$ cat config.mk
export PLATFORM = sky130hd
export DESIGN_NAME = ifu_fetch_queue
export DESIGN_NICKNAME = d
export VERILOG_FILES = /design/src/rtl/ifu_fetch_queue.sv
export SDC_FILE = /design/constraint.sdc
export NUM_CORES = 1
export LEC_CHECK = 0
export ABC_AREA = 1
export CORE_MARGIN = 2
export CORE_UTILIZATION = 43
export DETAILED_ROUTE_END_ITERATION = 8
export PLACE_DENSITY = 0.72
export SLEW_MARGIN = 15
export SYNTH_ARGS = -nofsm -noshare
export SYNTH_HDL_FRONTEND = slang
export SYNTH_SLANG_ARGS = --single-unit
$ cat constraint.sdc
create_clock -name clock -period 4.5 [get_ports clock]
set_input_delay 0.675 -clock clock [delete_from_list [all_inputs] [get_ports clock]]
set_output_delay 0.675 -clock clock [all_outputs]
set_load 0.05 [all_outputs]
$ cat src/rtl/ifu_fetch_queue.sv
// rtl/ifu_fetch_queue.sv - pipelined instruction fetch with PC-tagged return queue and flush
module ifu_fetch_queue #(
   parameter int unsigned     XLEN            = 32,
   parameter int unsigned     DEPTH           = 4,
   parameter int unsigned     MAX_OUTSTANDING = 2,
   parameter logic [XLEN-1:0] RESET_PC        = 32'h8000_0000
) (
   input  logic                       clock,
   input  logic                       reset,
   input  logic                       flush,
   input  logic [XLEN-1:0]            flush_pc,
   output logic                       inst_valid,
   input  logic                       inst_ready,
   output logic [XLEN-1:0]            inst,
   output logic [XLEN-1:0]            inst_pc,
   output logic                       io_ifu_reqValid,
   input  logic                       io_ifu_reqReady,
   output logic [XLEN-1:0]            io_ifu_addr,
   input  logic                       io_ifu_respValid,
   input  logic [XLEN-1:0]            io_ifu_rdata,
   output logic [$clog2(DEPTH+1)-1:0] occupancy
);

   localparam int unsigned PW = $clog2(DEPTH);
   localparam int unsigned OW = $clog2(DEPTH+1);
   localparam int unsigned CW = $clog2(MAX_OUTSTANDING+1);
   localparam int unsigned SW = ((OW > CW) ? OW : CW) + 1;

   logic [XLEN-1:0] fetch_pc_q, fetch_pc_d;
   logic [XLEN-1:0] resp_pc_q, resp_pc_d;
   logic [CW-1:0]   outstanding_q, outstanding_d;
   logic [CW-1:0]   drop_cnt_q, drop_cnt_d;
   logic [PW-1:0]   wr_ptr_q, wr_ptr_d;
   logic [PW-1:0]   rd_ptr_q, rd_ptr_d;
   logic [OW-1:0]   occ_q, occ_d;
   logic [XLEN-1:0] mem_inst_q [DEPTH];
   logic [XLEN-1:0] mem_pc_q [DEPTH];

   logic [SW-1:0]   live_sum;
   logic            resp_fire;
   logic            accept;
   logic            drop_now;
   logic            push;
   logic            pop;
   logic            unused_flush_bits;

   // Instruction alignment is implied; the low target bits carry no information.
   assign unused_flush_bits = ^flush_pc[1:0];

   // Queue slots already taken plus live (not-to-be-dropped) requests; a request
   // only issues if its response is guaranteed a slot.
   assign live_sum        = SW'(occ_q) + SW'(outstanding_q) - SW'(drop_cnt_q);
   assign io_ifu_reqValid = reset && !flush
                            && (outstanding_q < CW'(MAX_OUTSTANDING))
                            && (live_sum < SW'(DEPTH));
   assign io_ifu_addr     = fetch_pc_q;

   assign resp_fire  = io_ifu_respValid && (outstanding_q != '0);
   assign accept     = io_ifu_reqValid && io_ifu_reqReady;
   assign drop_now   = resp_fire && (drop_cnt_q != '0);
   assign push       = resp_fire && !drop_now && !flush;
   assign pop        = inst_valid && inst_ready && !flush;

   assign inst_valid = (occ_q != '0);
   assign inst       = inst_valid ? mem_inst_q[rd_ptr_q] : '0;
   assign inst_pc    = inst_valid ? mem_pc_q[rd_ptr_q] : '0;
   assign occupancy  = occ_q;

   // Next-state: flush overrides everything and turns in-flight requests into drops.
   always_comb begin
      fetch_pc_d    = fetch_pc_q;
      resp_pc_d     = resp_pc_q;
      outstanding_d = outstanding_q;
      drop_cnt_d    = drop_cnt_q;
      wr_ptr_d      = wr_ptr_q;
      rd_ptr_d      = rd_ptr_q;
      occ_d         = occ_q;
      if (flush) begin
         fetch_pc_d    = {flush_pc[XLEN-1:2], 2'b00};
         resp_pc_d     = {flush_pc[XLEN-1:2], 2'b00};
         outstanding_d = outstanding_q - CW'(resp_fire);
         drop_cnt_d    = outstanding_q - CW'(resp_fire);
         wr_ptr_d      = '0;
         rd_ptr_d      = '0;
         occ_d         = '0;
      end else begin
         if (accept) begin
            fetch_pc_d = fetch_pc_q + XLEN'(4);
         end
         outstanding_d = outstanding_q + CW'(accept) - CW'(resp_fire);
         if (drop_now) begin
            drop_cnt_d = drop_cnt_q - CW'(1);
         end
         if (push) begin
            wr_ptr_d  = wr_ptr_q + PW'(1);
            resp_pc_d = resp_pc_q + XLEN'(4);
         end
         if (pop) begin
            rd_ptr_d = rd_ptr_q + PW'(1);
         end
         occ_d = occ_q + OW'(push) - OW'(pop);
      end
   end

   // Control state registers with asynchronous reset.
   always_ff @(posedge clock or negedge reset) begin
      if (!reset) begin
         fetch_pc_q    <= RESET_PC;
         resp_pc_q     <= RESET_PC;
         outstanding_q <= '0;
         drop_cnt_q    <= '0;
         wr_ptr_q      <= '0;
         rd_ptr_q      <= '0;
         occ_q         <= '0;
      end else begin
         fetch_pc_q    <= fetch_pc_d;
         resp_pc_q     <= resp_pc_d;
         outstanding_q <= outstanding_d;
         drop_cnt_q    <= drop_cnt_d;
         wr_ptr_q      <= wr_ptr_d;
         rd_ptr_q      <= rd_ptr_d;
         occ_q         <= occ_d;
      end
   end

   // Queue storage; contents are only visible through the valid-gated head outputs.
   always_ff @(posedge clock) begin
      if (push) begin
         mem_inst_q[wr_ptr_q] <= io_ifu_rdata;
         mem_pc_q[wr_ptr_q]   <= resp_pc_q;
      end
   end

   resp_without_request: assert property (@(posedge clock) disable iff (!reset)
      !(io_ifu_respValid && (outstanding_q == '0)));

endmodule

==> results.cfg <==
[outcome]
run_status = finished clean

[placement]
dp_hpwl_mm = 22.1
dpl.cell_count = 2106
port-buffer-count = 164
routabilityCongestion = 0.848
dpl_cell_area_sq_um = 16900

[cts]
postCtsSetupBuffers = 0
clk_pin_slew_ps = 60
cts-root-buf = clkbuf_16
htreeDepth = 2
hold_buffers = 0
cts_resized = 0
cts.sinks = 319
cts_tree = yes
clockBufferDepth = 3
cts_buffers = 34
clk_latency_ps = 510

[drt]
vias = 11348
top_layer = met5
viasPerCell = 5.24
drc = 0
wl_per_cell_um = 16.6
routed_wl_mm = 35.9
wl_met3_mm = 2.59
route.antenna.remaining_nets = 0
wl_met1_mm = 15.4
dr.pass1.iters = 6
wl_met2_mm = 16.8
drtIter0Drc = 783

[cells_and_area]
syn_to_final_growth_pct = 22.1
fillers = 2905
drive_gt1_share_pct = 6.46
instances_no_fill = 2167
diodes = 0
fin_area_sq_um = 18000
multi_input_area_sq_um = 4870
seqCellArea_sq_um = 9230
num-nets-final = 1781

[global_routing]
antenna_found_initial = 1
grt-ovfl-total = 0
grt_max_degree = 68
grt_pass1_vias = 10730
grt_usage_pct = 19.8
grt_pass1_wl_mm = 56.0

[logic_synthesis]
synthTopCellsByArea = edfxtp_1, dfrtp_1, nor2_1
syn_area_sq_um = 14700
ys_seq_area_share_pct = 62.6
synth_edf_count = 248
yosys.cell_types.count = 39
synth_warnings = 0
postSynthCellCount = 1545
synth_most_common_cell = nor2_1
ys_ff_latch = 319
synthTopCellsByCount = nor2_1, nand2_1, edfxtp_1
yosys.area.top_type = edfxtp_1
synth.top_cell.area_share_pct = 50.5
avgSynthCellArea_sq_um = 9.54
ys_dominant_reg_cell = edfxtp_1
async_flop_share_pct = 22.3

[worst_setup_path]
critical_path.max_fanout = 67
crit_family = buffers and inverters
rr_endpoint = occupancy[2]
start_kind = flop
critPathKind = flop to primary output
reg2reg_from = occupancy[1]
path_buf_inv = 3
ff2ff_path_depth = 12
cp.required_ps = 3830
rrSetupSlack_ps = 1460
cp.arrival_ps = 3340
end_kind = primary output
crit_path_top_delay_cell = clkdlybuf4s50_1
max_stage_delay_ps = 850
crit_path_cell_trace = inv_2 > buf_12 > o21ai_0 > a21oi_1 > clkdlybuf4s50_1

[die]
num_rows = 67
initial_core_util_pct = 43.9
core_area_sq_um = 33600
die_h_um = 189
dieArea_sq_um = 35800
io_pins = 171
die_width_um = 189

[sta]
slew_headroom_pct = 37.8
finClkSkew_ps = 10.5
period_minus_slack_ps = 4020
grt_setup_unrepaired = no
final-hold-violation-count = 0
setup_violations = 0
max_freq_ghz = 0.249
finalCritPeriodShare_pct = 89.3
slew_violations = 0
fin_tns_setup_ps = 0
tightest_slew_ps = 930

[min_path]
hold_path_class = input pin to asynchronous set/reset pin

[power]
ir_worst_vdd_mv = 0.361
sw_frac_of_total_pct = 42.1
p_int_w = 0.00656
switchingPower_w = 0.00477
combPwrFrac_pct = 41.8
p_leak_nw = 6.77
clockPowerShare_pct = 24.1
p_seq_share_pct = 34.1
p_per_area_nw_per_um2 = 630

[flow_run]
drv_cap = 0
## worst max path at each step
stage / start / to / slack [ps] / depth (start not counted)
6_report: rd_ptr_q[0] / inst_pc[9] / 480 / 5
5_1_grt: rd_ptr_q[0] / inst_pc[14] / 280 / 5
4_1_cts: rd_ptr_q[0] / inst_pc[31] / 480 / 5
3_5_place_dp: rd_ptr_q[0] / inst_pc[31] / 1020 / 5
3_3_place_gp: rd_ptr_q[0] / inst_pc[9] / 1050 / 5
2_1_floorplan: io_ifu_respValid / mem_inst_q[0][0] / 160 / 7
## flip-flops by register name, indices dropped and copies added (netlist names)
| signal | count |
|---|---|
| occupancy | 3 |
| resp_pc_q | 30 |
| outstanding_q | 2 |
| drop_cnt_q | 2 |
| wr_ptr_q | 2 |
| mem_inst_q | 128 |
| rd_ptr_q | 2 |
| io_ifu_addr | 30 |
| mem_pc_q | 120 |
## cells by family (layout without fill, tap and decap cells)
group                    count (synthesis)  count (layout)  share of synthesized area [%]
AO/OA/AOI/OAI                          274             274                           9.64
XOR/XNOR                                 9               9                          0.535
adder cells (fa/ha/maj)                 17              17                           1.54
buffers and inverters                  167             338                           4.70
flip-flops                             319             319                           62.6
other                                    1               4                         0.0254
AND/OR/NAND/NOR                        758             758                           21.0
## area by class of cell
cell class | count | share of cell area (%)
Tap cell | 448 | 3.11
Clock inverter | 20 | 1.06
Timing Repair Buffer | 181 | 10.4
Clock buffer | 41 | 5.05
Sequential cell | 319 | 51.3
Multi-Input combinational cell | 1062 | 27.1
Inverter | 96 | 2.00
## stage by stage
step	power [W]	setup WS, ps	hold slack, ps	utilization, %
final	0.0113	481	286	53.5
after global routing	0.0119	282	310	53.5
after CTS	0.0114	477	288	53.5
after detailed placement	0.00866	1020	480	50.3
after global placement	0.00859	1050	475	50.3
after floorplan	0.00696	156	379	-
## power by group through the flow
stage | logic (W) | registers (W) | clock network [W]
finish | 0.00474 | 0.00387 | 0.00273
global route | 0.00506 | 0.00391 | 0.00290
CTS | 0.00476 | 0.00386 | 0.00277
detailed placement | 0.00474 | 0.00392 | 0
global placement | 0.00469 | 0.00390 | 0
floorplan | 0.00296 | 0.00400 | 0
## cells in the final DEF (no fill, tap or decap), types with 11 or more instances in the layout
master / n
nor2_4: 12
o21ai_1: 11
nor2_1: 338
clkdlybuf4s50_1: 162
nand2_1: 306
a21oi_1: 90
ha_1: 15
edfxtp_1: 248
nand3_1: 68
clkbuf_16: 35
dfrtp_1: 67
o21ai_0: 151
inv_1: 87
## metal layers
metal  track usage, %  vias up
met5                0        -
met4             6.88        2
met3             3.04       66
met2             32.9      425
met1             26.7     5380
li1                 -     5475
No activity file was read; power rests on OpenSTA's default activity.
==> edit: new RTL, same flow settings <==
Set the parameter `XLEN` to 64 (it was 32).
--- a/src/rtl/ifu_fetch_queue.sv
+++ b/src/rtl/ifu_fetch_queue.sv
@@ -1,5 +1,5 @@
 // rtl/ifu_fetch_queue.sv - pipelined instruction fetch with PC-tagged return queue and flush
 module ifu_fetch_queue #(
-   parameter int unsigned     XLEN            = 32,
+   parameter int unsigned     XLEN            = 64,
    parameter int unsigned     DEPTH           = 4,
    parameter int unsigned     MAX_OUTSTANDING = 2,
Interface: changed (5 resized); port bits go from 171 to 331. The function was not compared with the original's and may differ.
==> edit against the original RTL <==
  * Sequential power up 95%
  * Worst setup slack worse by 0.074 ns
  * Wire length increased by 140%
  * Sequential cell count grew 320
  * Synthesized area up 100%
  * Count of clock-buffer cells in the layout increased by 40
  * Power is 86% higher
  * Design area grew 100%
  * Critical path type unchanged
  * Critical endpoint is now inst[63]
  * Highest routed layer is now met4
==> edit: results <==
[cts]
clockRootBuffer = "clkbuf_16"
clk_pin_slew_ns = 0.06
ctsResizeCount = 0
clockBufferDepth = 3
cts_buffers = 69
htree_num_levels = 3
insertion_delay_ns = 0.62

[placed_design]
placed_cells = 4272
hpwl_mm = 56.1
place_congestion = 0.941
place.port_buffers = 324

[logic_synthesis]
ys_top_cells_by_area = "edfxtp_1 51%, dfrtp_1 11%, nor2_1 9.0%"
ys_async_sr_fraction = 0.211
seq_area_frac_synth = 0.624
ys.flop_type = "edfxtp_1"
synth_edf_count = 504
yosys_warnings = 0
syn_avg_cell_area_um2 = 9.38
synthDistinctLibCells = 42
synth_common_cells = "715 x nor2_1, 617 x nand2_1, 504 x edfxtp_1"

[final_layout]
nets = 3613
drive_above_1_share = 0.0586
reg.largest.list = "mem_inst_q: 256 flops, mem_pc_q: 248 flops"
largest_register = "mem_inst_q"

[timing]
clock_skew_ns = 0.0337
maxSlewHeadroom = 0.292

[pwr]
peakVddDrop_mv = 0.298
p_int_w = 0.0126
p_leak_nw = 13.3

[worst_setup_path]
worstPathArrival_ns = 3.42
critPathMaxFanout = 52
reg2reg_depth = 14

[outcome]
status = "complete, no violations"

[global_route]
grt_usage = 0.237
grt_max_degree = 129
grt_pass1_vias = 21800
grt_pass1_wl_mm = 129
antenna_found_initial = 0

[routing]
vias_per_cell = 5.33
drtIter0Drc = 2304
wl_per_cell_um = 19.5
drt-total-wl_mm = 85.7
dr.pass1.iters = 5

[min_path]
min_path_type = "input port to asynchronous set/reset pin"
-- edit: changes by cell type in the layout (fill, tap and decap cells not counted), sizes merged, moves of 64 or more --
cell           before  now
nor2              358  736
nand3              69  172
o21ai             162  342
clkdlybuf4s50     162  322
nand2             314  625
inv                96  202
dfrtp              69  133
edfxtp            248  504
-- edit: cell type report --
| cell class | count | area (um^2) |
|---|---|---|
| tap | 882 | 1100 |
| antenna | 1 | 2.50 |
| timing repair buffer | 365 | 3740 |
| clock buffer | 81 | 1820 |
| fill | 6036 | 32200 |
| sequential | 639 | 18500 |
| inverter | 198 | 756 |
| clock inverter | 44 | 443 |
| multi-input combinational | 2189 | 9830 |
-- edit: metal layers --
metal | global-route usage | wire [um] | vias to the layer above | share of wire
met3 | 0.0423 | 6630 | 165 | 0.077
li1 | - | - | 11300 | -
met1 | 0.317 | 35800 | 11100 | 0.42
met4 | 0.0922 | 3040 | 0 | 0.035
met2 | 0.386 | 40200 | 936 | 0.47
met5 | 0 | 0 | - | 0
-- edit: logic make-up after synthesis --
family	count (synthesis)	synth area share
compound gates	522	0.0908
xor+xnor	25	0.00737
fa+ha+maj	17	0.00767
buf+inv	341	0.0471
flops	639	0.624
other cells	1	0.000126
simple gates	1621	0.223
-- edit: repair_timing --
action	CTS	global route
setup buffers	0	0
endpoints found under the hold margin	31	0
endpoints found under the setup margin	0	0
hold buffers	1	0
-- edit: critical path: stages (launching register included) --
cell             delay (ns)
dfrtp_4                0.73
inv_6                  0.34
buf_4                  0.42
o21ai_0                0.16
a21oi_1                0.24
clkdlybuf4s50_1        0.84
-- edit: per-stage QoR --
stage	instance area, um^2	worst slack [ns]	TNS (ns)	power [W]
floorplan	29700	-0.555	-279.79	0.0126
CTS	36200	0.367	0	0.0213
global route	36200	0.260	0	0.0221
global placement	33900	1.03	0	0.0155
finish	36200	0.407	0	0.0211
detailed placement	33900	1.01	0	0.0156
-- edit: power by group through the flow --
| stage | sequential [W] | combinational (W) | clock (W) |
|---|---|---|---|
| finish | 0.00756 | 0.00789 | 0.00568 |
| global route | 0.00761 | 0.00844 | 0.00603 |
| CTS | 0.00754 | 0.00795 | 0.00578 |
| detailed placement | 0.00765 | 0.00792 | 0 |
| global placement | 0.00764 | 0.00785 | 0 |
| floorplan | 0.00775 | 0.00482 | 0 |
-- edit: final timing paths --
check | from | endpoint | slack, ns
max | rd_ptr_q[0] | inst[63] | 0.41
min | reset | io_ifu_addr[29] | 0.55
max reg2reg | outstanding_q[1] | io_ifu_addr[40] | 1.36
min reg2reg | wr_ptr_q[0] | wr_ptr_q[0] | 0.57
max in group asynchronous | reset | resp_pc_q[36] | 2.85
min in group clock | wr_ptr_q[0] | wr_ptr_q[0] | 0.57
